### config.mk
export PLATFORM = sky130hd
export DESIGN_NAME = bcd_to_signed_flat
export DESIGN_NICKNAME = d
export VERILOG_FILES = /design/src/rtl/bcd_to_signed_pkg.sv /design/src/rtl/bcd_to_signed_if.sv /design/src/rtl/bcd_to_signed_mac.sv /design/src/rtl/bcd_to_signed.sv /design/src/flat_wrapper.sv
export SDC_FILE = /design/constraint.sdc
export NUM_CORES = 1
export LEC_CHECK = 0
export CORE_ASPECT_RATIO = 0.9
export CORE_MARGIN = 2
export CORE_UTILIZATION = 45
export CTS_BUF_LIST = sky130_fd_sc_hd__clkbuf_2
export DETAILED_ROUTE_END_ITERATION = 16
export GPL_ROUTABILITY_DRIVEN = 0
export PLACE_DENSITY = 0.65
export SYNTH_ARGS = -nofsm -noshare
export SYNTH_HDL_FRONTEND = slang
export SYNTH_SLANG_ARGS = --single-unit
### constraint.sdc
create_clock -name i_clock -period 4.6 [get_ports i_clock]
set_input_delay 0.69 -clock i_clock [delete_from_list [all_inputs] [get_ports i_clock]]
set_output_delay 0.69 -clock i_clock [all_outputs]
set_load 0.005 [all_outputs]
### src/rtl/bcd_to_signed_pkg.sv
// Shared constants and types for the decimal-entry converter and display path.
// Latency: n/a (package only).
// Backpressure: n/a (package only).
package bcd_to_signed_pkg;

  // Converter FSM states.
  typedef enum logic [1:0] {
    IDLE   = 2'd0,
    CONV   = 2'd1,
    FINISH = 2'd2
  } state_t;

  // Largest legal BCD digit code.
  localparam logic [3:0] BCD_MAX = 4'd9;

  // Defaults shared with the display path (5 decimal digits, 17-bit signed data).
  localparam int DEF_DIGITS = 5;
  localparam int DEF_WIDTH  = 17;

endpackage

### src/rtl/bcd_to_signed_if.sv
// Start/done handshake bundle between a requester and the BCD-to-signed converter.
// Latency: n/a (wiring only).
// Backpressure: none; start is sampled only when the converter is idle.
//
// Signals: start (request pulse), bcd_in (packed digits, [3:0] = units),
//          sig_in (1 = positive/zero), data_out (signed result), done (1-cycle
//          pulse), busy, err (bad digit seen), ovf (magnitude out of range).
interface bcd_to_signed_if #(
  parameter int DIGITS = 5,
  parameter int WIDTH  = 17
);

  logic                  start;
  logic [4*DIGITS-1:0]   bcd_in;
  logic                  sig_in;
  logic [WIDTH-1:0]      data_out;
  logic                  done;
  logic                  busy;
  logic                  err;
  logic                  ovf;

  modport master (
    output start, bcd_in, sig_in,
    input  data_out, done, busy, err, ovf
  );

  modport slave (
    input  start, bcd_in, sig_in,
    output data_out, done, busy, err, ovf
  );

endinterface

### src/rtl/bcd_to_signed_mac.sv
// Single decimal step: acc*10 + digit, with out-of-range digit detect.
// Latency: combinational, zero cycles.
// Backpressure: none.
//
// Ports: i_acc (running value), i_digit (BCD code), o_acc (acc*10 + digit,
//        digit forced to 0 when invalid), o_bad (digit code above 9).
module bcd_digit_mac
  import bcd_to_signed_pkg::*;
#(
  parameter int ACC_W = 20
) (
  input  logic [ACC_W-1:0] i_acc,
  input  logic [3:0]       i_digit,
  output logic [ACC_W-1:0] o_acc,
  output logic             o_bad
);

  logic [3:0] w_digit;

  assign o_bad   = (i_digit > BCD_MAX);
  assign w_digit = o_bad ? 4'd0 : i_digit;

  // *10 built from two shifts; the caller sizes ACC_W so this never wraps.
  assign o_acc = (i_acc << 3) + (i_acc << 1) + ACC_W'(w_digit);

endmodule

### src/rtl/bcd_to_signed.sv
// Sign + packed BCD to two's-complement converter, one digit per clock, MSD first.
// Latency: done pulses DIGITS+1 cycles after start is accepted (6 for 5 digits).
// Backpressure: start is ignored while busy; no queueing.
//
// Ports: i_clock, i_reset (synchronous, active high), bus (slave side of
//        bcd_to_signed_if carrying start/bcd_in/sig_in and the results).
// Build option: define BCD_SATURATE_EN to clamp overflowing results to the
//        signed range; otherwise the low WIDTH bits are returned (wrap).
module bcd_to_signed
  import bcd_to_signed_pkg::*;
#(
  parameter int DIGITS = DEF_DIGITS,
  parameter int WIDTH  = DEF_WIDTH
) (
  input  logic                 i_clock,
  input  logic                 i_reset,
  bcd_to_signed_if.slave       bus
);

  localparam int ACC_W = 4 * DIGITS;
  localparam int CNT_W = (DIGITS > 1) ? $clog2(DIGITS) : 1;
  // One bit wider than both the accumulator and the output so the limit
  // compare and the negation cannot overflow.
  localparam int EXT_W = ((ACC_W > WIDTH) ? ACC_W : WIDTH) + 1;

  state_t               r_state;
  state_t               w_state_nxt;

  logic [ACC_W-1:0]     r_bcd;
  logic                 r_sig;
  logic [ACC_W-1:0]     r_acc;
  logic [CNT_W-1:0]     r_cnt;
  logic                 r_err_acc;

  logic [WIDTH-1:0]     r_data;
  logic                 r_done;
  logic                 r_busy;
  logic                 r_err;
  logic                 r_ovf;

  logic [3:0]           w_digit;
  logic [ACC_W-1:0]     w_acc_nxt;
  logic                 w_digit_bad;

  logic [EXT_W-1:0]     w_acc_ext;
  logic [EXT_W-1:0]     w_limit;
  logic [EXT_W-1:0]     w_signed;
  logic                 w_ovf;
  logic [WIDTH-1:0]     w_result;

  // Select the captured digit addressed by the down-counter.
  always_comb begin
    w_digit = 4'd0;
    for (int i = 0; i < DIGITS; i++) begin
      if (r_cnt == CNT_W'(i)) w_digit = r_bcd[4*i +: 4];
    end
  end

  bcd_digit_mac #(.ACC_W(ACC_W)) u_mac (
    .i_acc   (r_acc),
    .i_digit (w_digit),
    .o_acc   (w_acc_nxt),
    .o_bad   (w_digit_bad)
  );

  // Range check and sign application on the finished magnitude.
  always_comb begin
    w_acc_ext = EXT_W'(r_acc);
    w_limit   = r_sig ? ((EXT_W'(1) << (WIDTH-1)) - EXT_W'(1))
                      :  (EXT_W'(1) << (WIDTH-1));
    w_ovf     = (w_acc_ext > w_limit);
    // Negating a zero magnitude yields zero, so "-0" comes out as 0.
    w_signed  = r_sig ? w_acc_ext : (~w_acc_ext + EXT_W'(1));
`ifdef BCD_SATURATE_EN
    if (w_ovf)
      w_result = r_sig ? {1'b0, {(WIDTH-1){1'b1}}} : {1'b1, {(WIDTH-1){1'b0}}};
    else
      w_result = WIDTH'(w_signed);
`else
    w_result = WIDTH'(w_signed);
`endif
  end

  // Next-state logic.
  always_comb begin
    w_state_nxt = r_state;
    case (r_state)
      IDLE:    if (bus.start) w_state_nxt = CONV;
      CONV:    if (r_cnt == '0) w_state_nxt = FINISH;
      FINISH:  w_state_nxt = IDLE;
      default: w_state_nxt = IDLE;
    endcase
  end

  always_ff @(posedge i_clock) begin
    if (i_reset) r_state <= IDLE;
    else         r_state <= w_state_nxt;
  end

  always_ff @(posedge i_clock) begin
    if (i_reset) begin
      r_bcd     <= '0;
      r_sig     <= 1'b0;
      r_acc     <= '0;
      r_cnt     <= '0;
      r_err_acc <= 1'b0;
      r_data    <= '0;
      r_done    <= 1'b0;
      r_busy    <= 1'b0;
      r_err     <= 1'b0;
      r_ovf     <= 1'b0;
    end else begin
      r_busy <= (w_state_nxt != IDLE);
      r_done <= (r_state == FINISH);
      case (r_state)
        IDLE: begin
          if (bus.start) begin
            r_bcd     <= bus.bcd_in;
            r_sig     <= bus.sig_in;
            r_acc     <= '0;
            r_cnt     <= CNT_W'(DIGITS-1);
            r_err_acc <= 1'b0;
          end
        end
        CONV: begin
          r_acc <= w_acc_nxt;
          r_cnt <= r_cnt - CNT_W'(1);
          if (w_digit_bad) r_err_acc <= 1'b1;
        end
        FINISH: begin
          r_data <= w_result;
          r_err  <= r_err_acc;
          r_ovf  <= w_ovf;
        end
        default: ;
      endcase
    end
  end

  assign bus.data_out = r_data;
  assign bus.done     = r_done;
  assign bus.busy     = r_busy;
  assign bus.err      = r_err;
  assign bus.ovf      = r_ovf;

endmodule

### src/flat_wrapper.sv
// flat-port wrapper written by rule: the top's interface ports become plain ports
module bcd_to_signed_flat import bcd_to_signed_pkg::*;
#(
  parameter int DIGITS = DEF_DIGITS,
  parameter int WIDTH  = DEF_WIDTH
)
  (i_clock, i_reset, bus_start, bus_bcd_in, bus_sig_in, bus_data_out, bus_done, bus_busy, bus_err, bus_ovf);
  bcd_to_signed_if #(.DIGITS(DIGITS), .WIDTH(WIDTH)) bus_i ();
  input  logic i_clock;
  input  logic i_reset;
  input wire logic [$bits(bus_i.start)-1:0] bus_start;
  input wire logic [$bits(bus_i.bcd_in)-1:0] bus_bcd_in;
  input wire logic [$bits(bus_i.sig_in)-1:0] bus_sig_in;
  output wire logic [$bits(bus_i.data_out)-1:0] bus_data_out;
  output wire logic [$bits(bus_i.done)-1:0] bus_done;
  output wire logic [$bits(bus_i.busy)-1:0] bus_busy;
  output wire logic [$bits(bus_i.err)-1:0] bus_err;
  output wire logic [$bits(bus_i.ovf)-1:0] bus_ovf;
  assign bus_i.start = bus_start;
  assign bus_i.bcd_in = bus_bcd_in;
  assign bus_i.sig_in = bus_sig_in;
  assign bus_data_out = bus_i.data_out;
  assign bus_done = bus_i.done;
  assign bus_busy = bus_i.busy;
  assign bus_err = bus_i.err;
  assign bus_ovf = bus_i.ovf;
  bcd_to_signed #(.DIGITS(DIGITS), .WIDTH(WIDTH)) u_core (.i_clock(i_clock), .i_reset(i_reset), .bus(bus_i));
endmodule
==> results.py, run 1 <==
metrics = {
    "run_status": {
        "outcome": "finished clean",
    },
    "power_and_ir_drop": {
        "peakVddDrop_v": 0.000174,
        "p_per_area_nw_per_um2": 267,
        "p_leak_nw": 2.11,
    },
    "yosys": {
        "syn-num-nets": 628,
        "synth_area_sq_um": 4460,
        "yosysWarnings": 0,
        "ys_ff_latch": 68,
        "synthCells": 545,
        "ys.flop_type": "dfxtp_1",
        "syn_area_per_cell_sq_um": 8.18,
        "async_flop_share_pct": 0,
        "ys_seq_area_share_pct": 30.6,
        "synth.distinct_cells": 61,
        "synth-edff-count": 0,
    },
    "setup_path": {
        "r2r_slack_ps": 460,
        "crit_type": "reg -> reg",
        "crit_path_max_fanout": 8,
        "cpPeakStageDelay_ps": 490,
        "cp_top_family": "compound AO/OA/AOI/OAI gates",
        "cp-end-kind": "flop",
        "cp.arrival_ps": 4590,
        "cp-start-kind": "flop",
        "crit_required_ps": 5050,
        "crit_slowest_cell": "fa_1",
        "cp_num_buf_inv": 2,
        "crit_chain": "inv_1 -> ha_1 -> nor2b_1 -> a221oi_1 -> nor3_1 -> a22o_1 -> nor2_1 -> nand2_1 -> fa_1 -> inv_1 -> fa_1 -> a211oi_2 -> o21a_1 -> o22ai_1 -> o41ai_1 -> mux2i_1 -> nand2_1",
    },
    "timing": {
        "setup-tns-final_ps": 0,
        "rsz0062_at_grt": "false",
        "slew_violations": 0,
        "finalSetupViolCount": 0,
        "hold_viol": 0,
        "fin_worst_skew_ps": 20.2,
        "clock.fmax_mhz": 242,
        "worst_pin_slew_ps": 1230,
        "slew_headroom_pct": 17.8,
        "post-route-min-period_ps": 4140,
        "setup_ws_ps": 463,
        "min_period_over_period_pct": 89.9,
    },
    "drt": {
        "avgViaCountPerCell": 5.56,
        "first_pass_iters": 5,
        "finalWirelength_um": 11100,
        "num_vias": 3944,
        "first_iter_violations": 232,
        "drc": 0,
        "ant_nets": 0,
        "avgRoutedWirePerCell_um": 15.7,
    },
    "clock_network": {
        "htreeDepth": 3,
        "cts_tree": "yes",
        "clock-sinks": 68,
        "cts_resized": 0,
        "clock_path_buffers": 2,
        "cts_root_buf": "clkbuf_2",
        "cts_buffers": 9,
        "post_cts_buffers": 0,
        "clk_pin_slew_worst_paths_ps": 200,
        "cts_hold_buffers": 0,
        "clock_latency_ps": 530,
    },
    "min_path": {
        "hold_path.class": "reg -> reg",
    },
    "final_layout": {
        "nets": 661,
        "stdcell_count": 709,
        "layout_common_cells": "75 x nand2_1, 68 x dfxtp_1, 57 x ha_1",
        "regArea_sq_um": 1360,
        "syn2layout_area_growth_pct": 14.9,
        "multi_input_area_sq_um": 2940,
        "final_common_cell": "nand2_1",
        "num_antenna_cells": 0,
        "fin_util_pct": 53.0,
        "fillers": 914,
        "drive_gt1_share_pct": 5.66,
    },
    "floorplan": {
        "dieHeight_um": 98.4,
        "rows": 34,
        "die_w_um": 109,
        "initial_core_util_pct": 46.1,
        "die_area_sq_um": 10700,
        "core_sq_um": 9660,
        "io_pins": 45,
    },
    "global_route": {
        "track_usage_pct": 22.4,
        "grt_start_max_net_pins": 42,
        "grt.overflow.total": 0,
        "antenna_found_initial": 0,
        "grt_pass1_vias": 3730,
        "grt_pass1_wl_um": 19100,
    },
    "place": {
        "place_inst": 693,
        "io_buffers": 44,
        "place_hpwl_um": 8300,
        "pre_cts_slack_ps": 477,
    },
    "flow_run": {
        "drv_cap": 0,
    },
}
-- metal layers --
| metal | global-route usage, % | up-vias | wire [um] |
|---|---|---|---|
| met5 | 0 | - | 0 |
| met2 | 30.7 | 74 | 4570 |
| met1 | 35.2 | 1850 | 6010 |
| met4 | 5.13 | 0 | 89 |
| met3 | 4.61 | 6 | 438 |
| li1 | - | 2014 | - |
-- Yosys cell counts (7+ instances only) --
cell       n  area (sq um)
a21oi_1   55           275
nor3_1     9          45.0
inv_1     18          67.6
nor2_1    51           191
clkbuf_1  21          78.8
o21ai_1    9          45.0
a211oi_1  12          90.1
dfxtp_1   68          1360
o21ai_0   16          80.1
nand2_1   75           282
ha_1      57           713
a21o_1     8          60.1
nor2b_1   13          81.3
a22oi_1    7          52.6
or3_1      7          43.8
xnor2_1   16           140
xor2_1     7          61.3
nand3_1   12          60.1
-- stage by stage --
step	hold slack [ps]	cell area (sq um)	power (mW)
final	469	5120	1.36
after detailed placement	445	4970	0.954
after floorplan	432	4460	0.861
after CTS	468	5120	1.38
after global placement	440	4970	0.949
after global routing	483	5120	1.45
-- tightest hold or removal path, cell delays in order, from the launching register on --
cell     delay, ps
dfxtp_1        350
nand2_1         50
a21oi_1         50
-- path summary, 6_finish.rpt --
path / from / end / cells past startpoint
worst max-delay path: u_core.r_cnt[1] / u_core.r_acc[16] / 17
worst max register to register: u_core.r_cnt[1] / u_core.r_acc[16] / 17
worst min register to register: u_core.bus.data_out[13] / u_core.bus.data_out[13] / 2
worst min-delay path: u_core.bus.data_out[13] / u_core.bus.data_out[13] / 2
-- cell families (layout without fill, tap and decap cells) --
kind of cell / after synthesis / after routing / synth area share (%)
AO/OA/AOI/OAI: 155 / 155 / 23.2
XOR/XNOR: 23 / 23 / 4.52
adder cells (fa/ha/maj): 59 / 59 / 16.9
buffers and inverters: 42 / 80 / 3.59
flip-flops: 68 / 68 / 30.6
multiplexers: 5 / 5 / 1.15
AND/OR/NAND/NOR: 193 / 193 / 20.1
-- cell type report --
type,instances,area share (%)
tap,126,3.08
inverter,18,1.32
multi-input combinational,435,57.4
clock buffer,9,0.880
sequential,68,26.6
clock inverter,7,1.93
timing repair buffer,46,8.80
-- registers in the layout, summed over array words and instances (netlist names) --
| name | flops |
|---|---|
| u_core.r_cnt | 3 |
| u_core.bus.busy | 1 |
| u_core.bus.ovf | 1 |
| u_core.r_sig | 1 |
| u_core.r_acc | 20 |
| u_core.bus.done | 1 |
| u_core.r_err_acc | 1 |
| u_core.r_state | 2 |
| u_core.bus.err | 1 |
| u_core.bus.data_out | 17 |
| u_core.r_bcd | 20 |
-- power by group --
part           switching [mW]  internal (mW)
registers              0.0323          0.618
logic                   0.164          0.131
clock network           0.236          0.183
Note: power is estimated with default switching activity, not from simulation.
==> inputs of run 2 (changes only) <==
CORE_UTILIZATION = 54   (was 45)
PLACE_DENSITY = 0.76   (was 0.65)
==> run 2 against run 1 <==
- routed wire length down 4.2%
- combinational power about the same
- first-iteration DRC count up 9.1%
- cell count down 3.8%
- sequential cell count unchanged
- sequential power about the same
- maximum frequency up 1.7%
==> results.py, run 2 (synthesis results as in run 1) <==
metrics = {
    "setup_path": {
        "cp-end-kind": "flop",
        "crit_type": "reg -> reg",
        "crit_chain": "inv_1 -> ha_1 -> a221oi_1 -> nor3_1 -> a22o_1 -> nor2_1 -> nand2_1 -> fa_1 -> inv_1 -> fa_1 -> a211oi_2 -> o21a_1 -> o22ai_1 -> o41ai_2 -> mux2i_1 -> nand2_1",
        "cp_top_family": "compound AO/OA/AOI/OAI gates",
        "cp_num_buf_inv": 2,
        "r2r_slack_ps": 530,
        "cp-start-kind": "flop",
        "crit_path_max_fanout": 11,
        "cpPeakStageDelay_ps": 490,
        "reg2reg_to": "u_core.r_acc[16]",
        "crit_slowest_cell": "fa_1",
        "worstReg2RegStart": "u_core.r_cnt[0]",
        "cp.arrival_ps": 4510,
        "crit_required_ps": 5050,
        "cp-startpoint": "u_core.r_cnt[0]",
        "reg2reg_depth": 16,
    },
    "power_and_ir_drop": {
        "peakVddDrop_v": 0.000180,
        "p_sw_share_pct": 33.5,
        "p_per_area_nw_per_um2": 262,
        "p_sw_uw": 446,
        "seqPwrFrac_pct": 48.9,
        "power_frac_clock_pct": 29.1,
        "p_leak_nw": 2.11,
        "p_int_uw": 885,
        "combPwrFrac_pct": 22.0,
        "finalPower_mw": 1.33,
    },
    "drt": {
        "first_pass_iters": 6,
        "drc": 0,
        "avgRoutedWirePerCell_um": 15.6,
        "first_iter_violations": 253,
        "avgViaCountPerCell": 5.88,
        "num_vias": 4008,
        "ant_nets": 0,
        "finalWirelength_um": 10600,
    },
    "final_layout": {
        "syn2layout_area_growth_pct": 14.0,
        "final_common_cell": "nand2_1",
        "fillers": 711,
        "num_antenna_cells": 0,
        "nets": 661,
        "regArea_sq_um": 1360,
        "layout_common_cells": "75 x nand2_1, 68 x dfxtp_1, 56 x ha_1",
        "multi_input_area_sq_um": 2950,
        "drive_gt1_share_pct": 6.00,
    },
    "timing": {
        "rsz0062_at_grt": "false",
        "slew_headroom_pct": 24.6,
        "clock.fmax_mhz": 246,
        "min_period_over_period_pct": 88.4,
        "setup-tns-final_ps": 0,
        "slew_violations": 0,
        "finalSetupViolCount": 0,
        "post-route-min-period_ps": 4070,
        "hold_viol": 0,
        "worst_pin_slew_ps": 1130,
        "fin_worst_skew_ps": 34.2,
    },
    "place": {
        "io_buffers": 44,
        "place_hpwl_um": 8050,
    },
    "clock_network": {
        "clock-sinks": 68,
        "cts_tree": "yes",
        "cts_root_buf": "clkbuf_2",
        "clk_pin_slew_worst_paths_ps": 220,
        "cts_buffers": 9,
        "post_cts_buffers": 0,
        "htreeDepth": 3,
        "clock_path_buffers": 2,
        "cts_hold_buffers": 0,
        "clock_latency_ps": 540,
        "cts_resized": 0,
    },
    "floorplan": {
        "rows": 31,
        "io_pins": 45,
        "dieHeight_um": 90.2,
        "die_w_um": 99.8,
        "die_area_sq_um": 8990,
        "initial_core_util_pct": 55.5,
        "core_sq_um": 8030,
    },
    "min_path": {
        "hold-path-endpoint": "u_core.bus.data_out[11]",
        "hp-start": "u_core.bus.data_out[11]",
        "min_path_cells": 2,
        "hold_path.class": "reg -> reg",
    },
    "run_status": {
        "outcome": "finished clean",
    },
    "global_route": {
        "grt_start_max_net_pins": 59,
        "grt.overflow.total": 0,
        "antenna_found_initial": 0,
        "grt_pass1_vias": 3771,
        "grt_pass1_wl_um": 18400,
        "track_usage_pct": 25.2,
    },
    "flow_run": {
        "drv_cap": 0,
    },
}
[run 2: cell count changes in the layout (fill, tap and decap cells not counted), sizes merged]
cell      previous run  this run
bufinv               2         1
clkinv               2         0
clkinvlp             1         2
inv                 20        22
[run 2: worst register-to-register path: stages, from the launching register on]
cell and delay [ps]:
dfxtp_1 440, inv_1 100, ha_1 340, a221oi_1 330, nor3_1 100, a22o_1 260
nor2_1 100, nand2_1 80, fa_1 490, inv_1 70, fa_1 480, a211oi_2 310
o21a_1 230, o22ai_1 140, o41ai_2 250, mux2i_1 210, nand2_1 60
[run 2: final cells by class]
cell class                 instances  area share [%]
sequential                        68            26.8
inverter                          18            1.33
tap                               99            2.44
timing repair buffer              46            8.87
clock inverter                     7            1.63
clock buffer                       9           0.887
multi-input combinational        435            58.0
[run 2: power groups by stage]
stage          logic, mW  clock network, mW  registers (mW)
4_1_cts            0.292              0.397           0.651
3_5_place_dp       0.291                  0           0.662
5_1_grt            0.334              0.418           0.657
3_3_place_gp       0.282                  0           0.661
6_report           0.292              0.388           0.652
2_1_floorplan      0.214                  0           0.648
[run 2: worst max path at each step]
stage                       end  depth (start not counted)  slack (ps)
6_report       u_core.r_acc[16]                         16         530
5_1_grt        u_core.r_acc[16]                         16          90
4_1_cts        u_core.r_acc[16]                         17         460
3_5_place_dp   u_core.r_acc[16]                         16         500
3_3_place_gp   u_core.r_acc[16]                         16         650
2_1_floorplan  u_core.r_acc[16]                         17         790
[run 2: stage by stage]
stage | instance area, sq um | hold WS (ps) | setup slack, ps | instances | util [%]
floorplan | 4460 | 432 | 791 | 545 | -
global placement | 4940 | 439 | 645 | 666 | 61.5
detailed placement | 4940 | 445 | 500 | 666 | 61.5
CTS | 5070 | 469 | 463 | 682 | 63.1
global route | 5080 | 489 | 88.0 | 682 | 63.2
finish | 5080 | 465 | 534 | 682 | 63.2
[run 2: layer usage]
layer | share of wire [%] | GRT usage (%) | wire length, um
met5 | 0 | 0 | 0
met4 | 0.95 | 5.14 | 101
met3 | 7.0 | 5.13 | 748
met2 | 44 | 37.3 | 4630
met1 | 48 | 37.8 | 5160
==> inputs of run 3 (changes only) <==
clock period = 3.95 ns   (was 4.6 ns; I/O delays follow)
==> run 3 against run 2 <==
- core utilization rose by 1.3 points
- die area did not move
- cell count grew 0.73%
- sequential cell count stayed put
- cell area increased by 2.1%
- sequential power up 16%
- first-iteration DRC count grew 4.7%
- combinational power is 24% higher
- critical path type unchanged
- largest cell class unchanged
==> results.py, run 3 (synthesis results as in run 1) <==
metrics = {
    "run_status": {
        "outcome": "finished clean",
    },
    "floorplan": {
        "die_area_sq_um": 8990,
        "initial_core_util_pct": 55.5,
        "rows": 31,
        "dieHeight_um": 90.2,
        "die_w_um": 99.8,
        "core_sq_um": 8030,
        "io_pins": 45,
    },
    "drt": {
        "first_pass_iters": 5,
        "ant_nets": 0,
        "first_iter_violations": 265,
        "drc": 0,
        "avgRoutedWirePerCell_um": 16.2,
        "num_vias": 4062,
        "finalWirelength_um": 11100,
        "avgViaCountPerCell": 5.91,
    },
    "clock_network": {
        "cts_tree": "yes",
        "cts_hold_buffers": 0,
        "clock-sinks": 68,
        "clock_latency_ps": 500,
        "htreeDepth": 3,
        "cts_root_buf": "clkbuf_2",
        "clock_path_buffers": 2,
        "cts_buffers": 9,
        "clk_pin_slew_worst_paths_ps": 240,
        "post_cts_buffers": 0,
    },
    "final_layout": {
        "stdcell_count": 687,
        "num_antenna_cells": 0,
        "nets": 666,
        "fillers": 684,
        "layout_common_cells": "75 x nand2_1, 67 x dfxtp_1, 54 x ha_1",
        "drive_gt1_share_pct": 8.33,
        "syn2layout_area_growth_pct": 16.4,
        "final_common_cell": "nand2_1",
    },
    "place": {
        "io_buffers": 44,
        "place_inst": 671,
        "place_hpwl_um": 8260,
        "pre_cts_slack_ps": -94.5,
    },
    "global_route": {
        "grt_pass1_wl_um": 19100,
        "grt.overflow.total": 0,
        "antenna_found_initial": 0,
        "grt_pass1_vias": 3912,
        "grt_start_max_net_pins": 58,
        "track_usage_pct": 25.8,
    },
    "timing": {
        "min_period_over_period_pct": 94.9,
        "hold_viol": 0,
        "setup-tns-final_ps": 0,
        "post-route-min-period_ps": 3750,
        "finalSetupViolCount": 0,
        "worst_pin_slew_ps": 1150,
        "clock.fmax_mhz": 267,
        "fin_worst_skew_ps": 34.1,
        "slew_violations": 0,
        "slew_headroom_pct": 22.7,
        "fin_hold_ws_ps": 466,
        "setup_ws_ps": 199,
    },
    "power_and_ir_drop": {
        "p_per_area_nw_per_um2": 312,
        "finalPower_mw": 1.62,
        "p_leak_nw": 2.16,
        "peakVddDrop_v": 0.000203,
    },
    "flow_run": {
        "drv_cap": 0,
    },
    "min_path": {
        "min_path_cells": 2,
        "hold_path.class": "reg -> reg",
    },
    "setup_path": {
        "crit_required_ps": 4360,
        "crit_type": "reg -> reg",
        "reg2reg_depth": 16,
        "cp-end-kind": "flop",
        "cp.arrival_ps": 4160,
        "crit_path_max_fanout": 9,
        "cp-start-kind": "flop",
    },
}
## run 3: cell count changes in the layout (fill, tap and decap cells not counted), moves of 2 or more
cell,change
ha_1,-2
buf_4,+5
a21oi_2,+2
inv_6,-2
a21oi_1,-2
clkinv_4,+2
## run 3: through the flow
step	area [sq um]	utilization (%)
global placement	4980	62.0
floorplan	4460	-
CTS	5130	63.9
global route	5180	64.6
detailed placement	4980	62.0
finish	5180	64.6
## run 3: power breakdown
part           internal (mW)  total [mW]  switching, mW
combinational          0.163       0.363          0.200
sequential             0.721       0.756         0.0355
clock                  0.213       0.497          0.284
total                   1.10        1.62          0.519
## run 3: timing repair
item,4_1_cts,5_1_grt
pin swaps,0,8
endpoints found under the setup margin,5,11
gates resized for setup,3,11
hold endpoints to repair,0,0
## run 3: critical path, cell delays in order (launching register included)
cell	delay, ps
dfxtp_4	420
inv_1	110
ha_2	220
buf_4	160
a221oi_1	80
o31a_1	260
o21ai_2	200
nor2_1	80
ha_1	270
ha_1	250
fa_2	450
a211oi_4	260
o21a_1	180
o22ai_1	120
o41ai_2	330
mux2i_1	210
nand2_1	60
## run 3: final cells by class
type	instances	area (sq um)	area share [%]
Clock buffer	9	45.0	0.869
Clock inverter	7	98.8	1.91
Inverter	18	67.6	1.30
Multi-Input combinational cell	435	3000	57.8
Sequential cell	68	1370	26.3
Tap cell	99	124	2.39
Timing Repair Buffer	51	488	9.41
## run 3: per-layer routing
metal | up-vias | GRT usage (%) | wire length [um]
li1 | 2028 | - | -
met4 | 0 | 6.51 | 179
met1 | 1887 | 37.9 | 5400
met2 | 126 | 39.2 | 4890
met3 | 21 | 4.35 | 654
met5 | - | 0 | 0
## run 3: path summary, 6_finish.rpt
check	start	end	slack [ps]
worst max-delay path	u_core.r_cnt[0]	u_core.r_acc[16]	200
worst min-delay path	u_core.bus.data_out[9]	u_core.bus.data_out[9]	470
worst min register to register	u_core.bus.data_out[9]	u_core.bus.data_out[9]	470
worst max register to register	u_core.r_cnt[0]	u_core.r_acc[16]	200
